**config.mk**
```make
export PLATFORM = sky130hd
export DESIGN_NAME = j_txsched
export DESIGN_NICKNAME = d
export VERILOG_FILES = /design/src/rtl/j_txsched.sv
export SDC_FILE = /design/constraint.sdc
export NUM_CORES = 1
export LEC_CHECK = 0
export CELL_PAD_IN_SITES_DETAIL_PLACEMENT = 2
export CELL_PAD_IN_SITES_GLOBAL_PLACEMENT = 2
export CORE_ASPECT_RATIO = 0.8
export CORE_UTILIZATION = 39
export DETAILED_ROUTE_END_ITERATION = 8
export PLACE_DENSITY_LB_ADDON = 0.1
export SLEW_MARGIN = 0
export SYNTH_ARGS = -nofsm -noshare
export SYNTH_HDL_FRONTEND = slang
export SYNTH_SLANG_ARGS = --single-unit
```
**constraint.sdc**
```tcl
create_clock -name sys_clk -period 5.3 [get_ports sys_clk]
set_input_delay 0.53 -clock sys_clk [delete_from_list [all_inputs] [get_ports sys_clk]]
set_output_delay 0.53 -clock sys_clk [all_outputs]
set_load 0.005 [all_outputs]
```
**src/rtl/j_txsched.sv**
```systemverilog
// Two-requester transmit scheduler: round-robin arbiter into a word FIFO,
// drained into a UART transmitter with a post-write hold-off and line-break insertion.
module j_txsched #(
  parameter int DEPTH = 4,
  parameter int HOLD  = 2
) (
  input  logic                     sys_clk,
  input  logic                     reset,
  input  logic                     req0,
  input  logic                     req1,
  input  logic [15:0]              dat0,
  input  logic [15:0]              dat1,
  output logic                     ack0,
  output logic                     ack1,
  input  logic                     brk_req,
  input  logic [15:0]              brk_len,
  input  logic                     tbe,
  output logic [15:0]              din,
  output logic                     u2dwr,
  output logic                     txbrk,
  output logic [$clog2(DEPTH):0]   fifo_cnt,
  output logic                     brk_done
);

  localparam int AW = $clog2(DEPTH);
  localparam int CW = AW + 1;
  localparam int HW = (HOLD < 1) ? 1 : $clog2(HOLD + 1);

  typedef enum logic [1:0] {
    S_IDLE,
    S_LOAD,
    S_HOLD,
    S_BRK
  } state_t;

  state_t          state, state_nx;
  logic [15:0]     mem [DEPTH];
  logic [AW-1:0]   wr_ptr, rd_ptr;
  logic [CW-1:0]   cnt;
  logic            ack0_q, ack1_q;
  logic            last_was1;
  logic [15:0]     din_q;
  logic            brk_pend;
  logic [15:0]     brk_cnt;
  logic [HW-1:0]   hold_cnt;
  logic            brk_done_q;

  logic            elig0, elig1, room;
  logic            gnt0, gnt1, push, pop;
  logic [15:0]     push_dat;
  logic            brk_last;

  // A requester still showing its ack is out of this cycle's round;
  // ties go to whichever side did not win last time.
  always_comb begin
    elig0    = req0 & ~ack0_q;
    elig1    = req1 & ~ack1_q;
    room     = (cnt < CW'(DEPTH));
    gnt0     = room & elig0 & (~elig1 | last_was1);
    gnt1     = room & elig1 & (~elig0 | ~last_was1);
    push     = gnt0 | gnt1;
    push_dat = gnt0 ? dat0 : dat1;
    pop      = (state == S_LOAD);
    brk_last = (state == S_BRK) && (brk_cnt == 16'd1);
  end

  always_comb begin
    state_nx = state;
    case (state)
      S_IDLE: begin
        if (brk_pend && (cnt == '0) && tbe)
          state_nx = S_BRK;
        else if ((cnt != '0) && tbe)
          state_nx = S_LOAD;
      end
      S_LOAD:  state_nx = (HOLD == 0) ? S_IDLE : S_HOLD;
      S_HOLD:  if (hold_cnt <= HW'(1)) state_nx = S_IDLE;
      S_BRK:   if (brk_last) state_nx = S_IDLE;
      default: state_nx = S_IDLE;
    endcase
  end

  always_ff @(posedge sys_clk) begin
    if (!reset && push)
      mem[wr_ptr] <= push_dat;
  end

  always_ff @(posedge sys_clk) begin
    if (reset) begin
      state      <= S_IDLE;
      wr_ptr     <= '0;
      rd_ptr     <= '0;
      cnt        <= '0;
      ack0_q     <= 1'b0;
      ack1_q     <= 1'b0;
      last_was1  <= 1'b1;
      din_q      <= '0;
      brk_pend   <= 1'b0;
      brk_cnt    <= '0;
      hold_cnt   <= '0;
      brk_done_q <= 1'b0;
    end else begin
      state      <= state_nx;
      ack0_q     <= gnt0;
      ack1_q     <= gnt1;
      brk_done_q <= brk_last;
      if (push) begin
        wr_ptr    <= wr_ptr + 1'b1;
        last_was1 <= gnt1;
      end
      if (pop)
        rd_ptr <= rd_ptr + 1'b1;
      case ({push, pop})
        2'b10:   cnt <= cnt + 1'b1;
        2'b01:   cnt <= cnt - 1'b1;
        default: cnt <= cnt;
      endcase
      // Head is captured on LOAD entry; it cannot move until the pop at LOAD exit.
      if (state == S_IDLE && state_nx == S_LOAD)
        din_q <= mem[rd_ptr];
      if (state == S_LOAD)
        hold_cnt <= HW'(HOLD);
      else if (state == S_HOLD)
        hold_cnt <= hold_cnt - 1'b1;
      if (state == S_IDLE && state_nx == S_BRK)
        brk_cnt <= (brk_len == 16'd0) ? 16'd1 : brk_len;
      else if (state == S_BRK)
        brk_cnt <= brk_cnt - 1'b1;
      if (brk_last)
        brk_pend <= 1'b0;
      else if (brk_req)
        brk_pend <= 1'b1;
    end
  end

  assign ack0     = ack0_q;
  assign ack1     = ack1_q;
  assign din      = din_q;
  assign u2dwr    = (state == S_LOAD);
  assign txbrk    = (state == S_BRK);
  assign fifo_cnt = cnt;
  assign brk_done = brk_done_q;

endmodule
```
==> results of run 1 <==
-- sequential cells by signal, indices dropped and copies added, names as in the netlist --
name / count
last_was1: 1
ack1: 1
mem: 64
wr_ptr: 2
din: 16
ack0: 1
rd_ptr: 2
brk_done: 1
fifo_cnt: 3
brk_cnt: 16
state: 2
hold_cnt: 2
brk_pend: 1
-- layer usage --
layer / up-vias / share of wire, %
li1: 1580 / -
met1: 1735 / 45
met2: 74 / 51
met3: 11 / 3.1
met4: 0 / 0.79
met5: - / 0
-- kinds of logic after synthesis --
logic type | count (synthesis) | synth area share, %
DFF | 112 | 59.3
adders and majority gates | 13 | 3.50
buffers and inverters | 38 | 3.06
muxes | 33 | 11.3
xor gates and xnor gates | 16 | 2.88
and+or+nand+nor | 90 | 9.99
AOI/OAI and AO/OA | 77 | 9.91
-- power groups by stage --
stage / Clock [mW] / Combinational [mW] / Sequential (mW)
2_1_floorplan: 0 / 0.544 / 1.19
3_3_place_gp: 0 / 0.850 / 1.22
3_5_place_dp: 0 / 0.888 / 1.24
4_1_cts: 0.722 / 0.906 / 1.23
5_1_grt: 0.753 / 0.971 / 1.24
6_report: 0.706 / 0.893 / 1.22
-- critical path, cell delays in order, from the launching register on --
cell	delay [ns]
dfxtp_1	0.48
ha_1	0.48
or4b_1	0.63
or4_4	0.50
or3_1	0.33
a311oi_1	0.28
-- synthesized netlist by cell type (6+ instances only) --
library cell	instances	area, µm²
dfxtp_1	48	961
xnor2_1	10	87.6
mux2_2	16	180
o21ai_0	22	110
mux4_2	16	360
edfxtp_1	64	1920
a21oi_1	23	115
inv_1	16	60.1
xor2_1	6	52.6
nor2_1	26	97.6
nand3_1	21	105
ha_1	12	150
nor3_1	8	40.0
clkbuf_1	16	60.1
a211oi_1	11	82.6
nor4_1	7	43.8
-- worst paths after layout --
check / from / to / depth (start not counted)
max: state[1] / brk_cnt[13] / 5
min: din[0] / din[0] / 2
max reg2reg: state[1] / brk_cnt[13] / 5
min reg2reg: din[0] / din[0] / 2
-- layout make-up --
class                      count  area (µm²)
fill                        1179        6090
sequential                   112        2880
multi-input combinational    229        1830
timing repair buffer          81         796
clock buffer                  11         254
tap                          152         190
inverter                      16        60.1
clock inverter                 5        52.6
==> out/qor.yml, run 1 <==
met1_usage_pct: 28.9
cts_hold_buf: 0
max_freq_mhz: 355
fin_skew_ns: 0.00998
clockPowerShare_pct: 25.0
drc: 0
grt_max_degree: 47
place.gp.congestion: 0.754
p_int_mw: 1.90
switching_share_pct: 32.7
die_h_um: 102
ios: 78
ys_seq_area_share_pct: 59.3
seqPwrFrac_pct: 43.3
insertion_delay_ns: 0.35
synth_edf_count: 64
placed_area_mm2: 0.00576
fin_crit_ns: 2.82
syn_inst: 379
cts-resized-gates: 0
area_growth_syn_to_layout_pct: 24.9
wl_per_cell_um: 22.5
dp_slack_ns: 2.44
fin_hold_ws_ns: 0.481
netlist_area_mm2: 0.00486
vias: 3400
grt_pass1_vias: 3697
gr-total-overflow: 0
maxCapViolations: 0
postLayoutCellArea_mm2: 0.00607
path_clk_slew_ns: 0.07
r2r_slack_ns: 2.48
vias_per_cell: 5.61
powerDensity_mw_per_mm2: 465
worst-setup-path-type: "reg -> reg"
core_mm2: 0.0122
post-route-period-util_pct: 53.1
cellLeakagePower_nw: 2.04
comb_power_share_pct: 31.7
use_met2_pct: 39.0
async_reset_ff_share_pct: 0
die_area_mm2: 0.0129
drt-total-wl_um: 13600
cts-root-buf: "clkbuf_16"
synth_seq_cells: 112
drtPass1Iterations: 6
max-slew-margin-rel_pct: 35.4
htree_levels: 3
critPathRequiredTime_ns: 5.54
outcome: "finished clean"
yosys_warnings: 0
synth_cell_type_count: 49
final_cell_mix: "clkdlybuf4s50_1 (76), edfxtp_1 (64), dfxtp_1 (48)"
postRouteAntennaNets: 0
die_w_um: 127
syn_avg_cell_area_um2: 12.8
setup-tns-final_ns: 0
layout-drive-gt1-share_pct: 12.8
top_usage_layer: "met2"
fin_total_pwr_mw: 2.82
mostFrequentLayoutCell: "clkdlybuf4s50_1"
ctsLongestPathBuffers: 2
post_cts_buffers: 0
antenna_found_initial: 0
hold_viol: 0
path_max_fanout: 11
cts_tree: "built"
finalSetupViolCount: 0
ir_worst_vdd_uv: 182
grt_pass1_wl_um: 21000
drt_iter0_drc: 175
p_sw_uw: 924
worst_ep_arrival_time_ns: 3.06
start_kind: "flop"
end_kind: "flop"
cts_buffers: 9
port_buffers: 77
use_met3_pct: 3.82
place_inst: 590
grt_use_total_pct: 22.2
syn_nets: 446
grt_setup_unrepaired: "false"
min_path_type: "reg -> reg"
final_nets: 516
instances_no_fill: 606
finalMaxSlewViolations: 0
setup_ws_ns: 2.48
start_util_pct: 40.0
post-route-util_pct: 49.9
tightest_slew_ns: 0.969
n_antenna_cell: 0
synth_ff_type: "edfxtp_1"
cts_sinks: 112
rows: 36
hpwl_um: 9020
Note: power is estimated with default switching activity, not from simulation.
==> run 2: changes to the inputs <==
Settings changed: CORE_UTILIZATION 39 to 36.
Clock period 5.3 ns to 2.7 ns, I/O delays scaled along.
==> run 2 against run 1 <==
  * First-iteration DRC count fell by 8.0%
  * Largest power group unchanged
  * Clock power grew 81%
  * Highest routed layer unchanged
  * Count of clock-buffer cells in the layout shrank 2
  * Sequential share of layout area decreased by 0.69 points
  * Combinational power increased by 99%
  * Die area is 8.2% higher
  * Maximum frequency up 16%
  * Largest cell class unchanged
  * Power increased by 93%
  * Sequential power rose by 96%
  * Clock skew decreased by 0.0029 ns
==> out/qor.yml, run 2 (synthesized netlist as in run 1, its figures left out) <==
grt_setup_unrepaired: "false"  # unchanged
powerDensity_mw_per_mm2: 885  # was 465 mW/mm²
end_kind: "flop"  # unchanged
multi_input_area_mm2: 0.00183  # unchanged
fin_skew_ns: 0.00713  # was 0.00998 ns
setup-tns-final_ns: 0  # unchanged
worstPathCellList: "ha_1 -> or4b_1 -> or4_4 -> or3_1 -> a311oi_1"  # unchanged
min_path_type: "in -> reg"  # was reg -> reg
die_h_um: 106  # was 102 µm
insertion_delay_ns: 0.35  # about the same
worst_ep_arrival_time_ns: 2.69  # was 3.06 ns
die_w_um: 132  # was 127 µm
critPathRequiredTime_ns: 2.97  # was 5.54 ns
p_sw_mw: 1.82  # was 924 µW
final_cell_mix: "clkdlybuf4s50_1 (76), edfxtp_1 (64), dfxtp_1 (48)"  # unchanged
max-slew-margin-rel_pct: 52.8  # was 35.4%
drtPass1Iterations: 4  # was 6
final_nets: 526  # was 516
rows: 37  # was 36
outcome: "finished clean"  # unchanged
grt_pass1_vias: 3832  # was 3697
top_register: "mem"  # unchanged
place.gp.congestion: 0.736  # was 0.754
hpwl_um: 8670  # was 9020 µm
hold_viol: 0  # unchanged
p_int_mw: 3.63  # was 1.90 mW
vias_per_cell: 5.35  # was 5.61
mostFrequentLayoutCell: "clkdlybuf4s50_1"  # unchanged
maxCapViolations: 0  # unchanged
htree_levels: 3  # unchanged
n_antenna_cell: 0  # unchanged
postRouteAntennaNets: 0  # unchanged
antenna_found_initial: 0  # unchanged
crit_slowest_cell: "or4b_1"  # unchanged
gr-total-overflow: 0  # unchanged
cts_tree: "built"  # unchanged
comb_power_share_pct: 32.7  # was 31.7%
cts-root-buf: "clkbuf_16"  # unchanged
cts_sinks: 112  # unchanged
worst-setup-path-type: "reg -> reg"  # unchanged
drt-total-wl_um: 12900  # was 13600 µm
post_cts_buffers: 0  # unchanged
max_stage_delay_ns: 0.57  # was 0.63 ns
tightest_slew_ns: 0.707  # was 0.969 ns
cellLeakagePower_nw: 2.08  # was 2.04 nW
die_area_mm2: 0.0140  # was 0.0129 mm²
ctsLongestPathBuffers: 2  # unchanged
start_kind: "flop"  # unchanged
cts_buffers: 9  # unchanged
drt_iter0_drc: 161  # was 175
cts_hold_buf: 0  # unchanged
cts-resized-gates: 0  # unchanged
core_mm2: 0.0130  # was 0.0122 mm²
fin_hold_ws_ns: 0.282  # was 0.481 ns
largest_register_ffs: 64  # unchanged
vias: 3421  # was 3400
port_buffers: 77  # unchanged
finalMaxSlewViolations: 0  # unchanged
start_util_pct: 37.4  # was 40.0%
fin_crit_ns: 2.42  # was 2.82 ns
grt_use_total_pct: 20.1  # was 22.2%
post-route-period-util_pct: 89.7  # was 53.1%
area_growth_syn_to_layout_pct: 26.7  # was 24.9%
drc: 0  # unchanged
grt_max_degree: 46  # was 47
clockPowerShare_pct: 23.4  # was 25.0%
wl_per_cell_um: 20.2  # was 22.5 µm
layout-drive-gt1-share_pct: 15.1  # was 12.8%
path_clk_slew_ns: 0.07  # about the same
grt_pass1_wl_um: 21100  # was 21000 µm
max_freq_mhz: 413  # was 355 MHz
ir_worst_vdd_uv: 338  # was 182 µV
register_area_mm2: 0.00288  # unchanged
switching_share_pct: 33.3  # was 32.7%
finalSetupViolCount: 0  # unchanged
nFillCells: 1284  # was 1179
path_max_fanout: 7  # was 11
seqPwrFrac_pct: 43.9  # was 43.3%
ios: 78  # unchanged
## run 2: area by class of cell
class | count | area share, %
clock buffers | 9 | 3.66
multi-input cells | 229 | 29.8
clock inverters | 7 | 0.894
repair buffers | 91 | 14.3
flip-flops and latches | 112 | 46.8
well taps | 175 | 3.56
inverters | 16 | 0.975
## run 2: final timing paths
kind,startpoint,end,slack (ns),cells after the start
worst max-delay path,state[1],brk_cnt[15],0.28,5
worst min-delay path,reset,last_was1,0.28,3
worst max register to register,state[1],brk_cnt[15],0.28,5
worst min register to register,din[11],din[11],0.48,2
## run 2: through the flow
step	util (%)	instances	area, µm²	power (mW)	setup slack, ns
6_report	47.3	639	6160	5.45	0.279
5_1_grt	47.3	639	6160	5.78	0.163
4_1_cts	47.3	639	6160	5.53	0.277
3_5_place_dp	45.2	623	5880	4.21	0.297
3_3_place_gp	45.2	623	5880	4.13	0.390
2_1_floorplan	-	379	4860	3.40	0.331
## run 2: per-layer routing
| layer | vias to the layer above | track usage (%) | part of all wire (%) |
|---|---|---|---|
| li1 | 1598 | - | - |
| met1 | 1755 | 26.0 | 46 |
| met2 | 58 | 34.1 | 49 |
| met3 | 10 | 5.01 | 3.6 |
| met4 | 0 | 4.49 | 0.95 |
| met5 | - | 0 | 0 |
## run 2: power by group through the flow
stage / Clock, mW / Combinational [mW] / Sequential (mW)
6_report: 1.28 / 1.78 / 2.39
5_1_grt: 1.37 / 1.97 / 2.44
4_1_cts: 1.32 / 1.81 / 2.40
3_5_place_dp: 0 / 1.78 / 2.43
3_3_place_gp: 0 / 1.72 / 2.41
2_1_floorplan: 0 / 1.07 / 2.33
## run 2: critical path, delay by kind of cell, from the launching register on
| family | cells | cell delay, ns |
|---|---|---|
| adder cells (fa/ha/maj) | 1 | 0.22 |
| AO/OA/AOI/OAI | 1 | 0.24 |
| AND/OR/NAND/NOR | 3 | 1.41 |
| flip-flops | 1 | 0.47 |
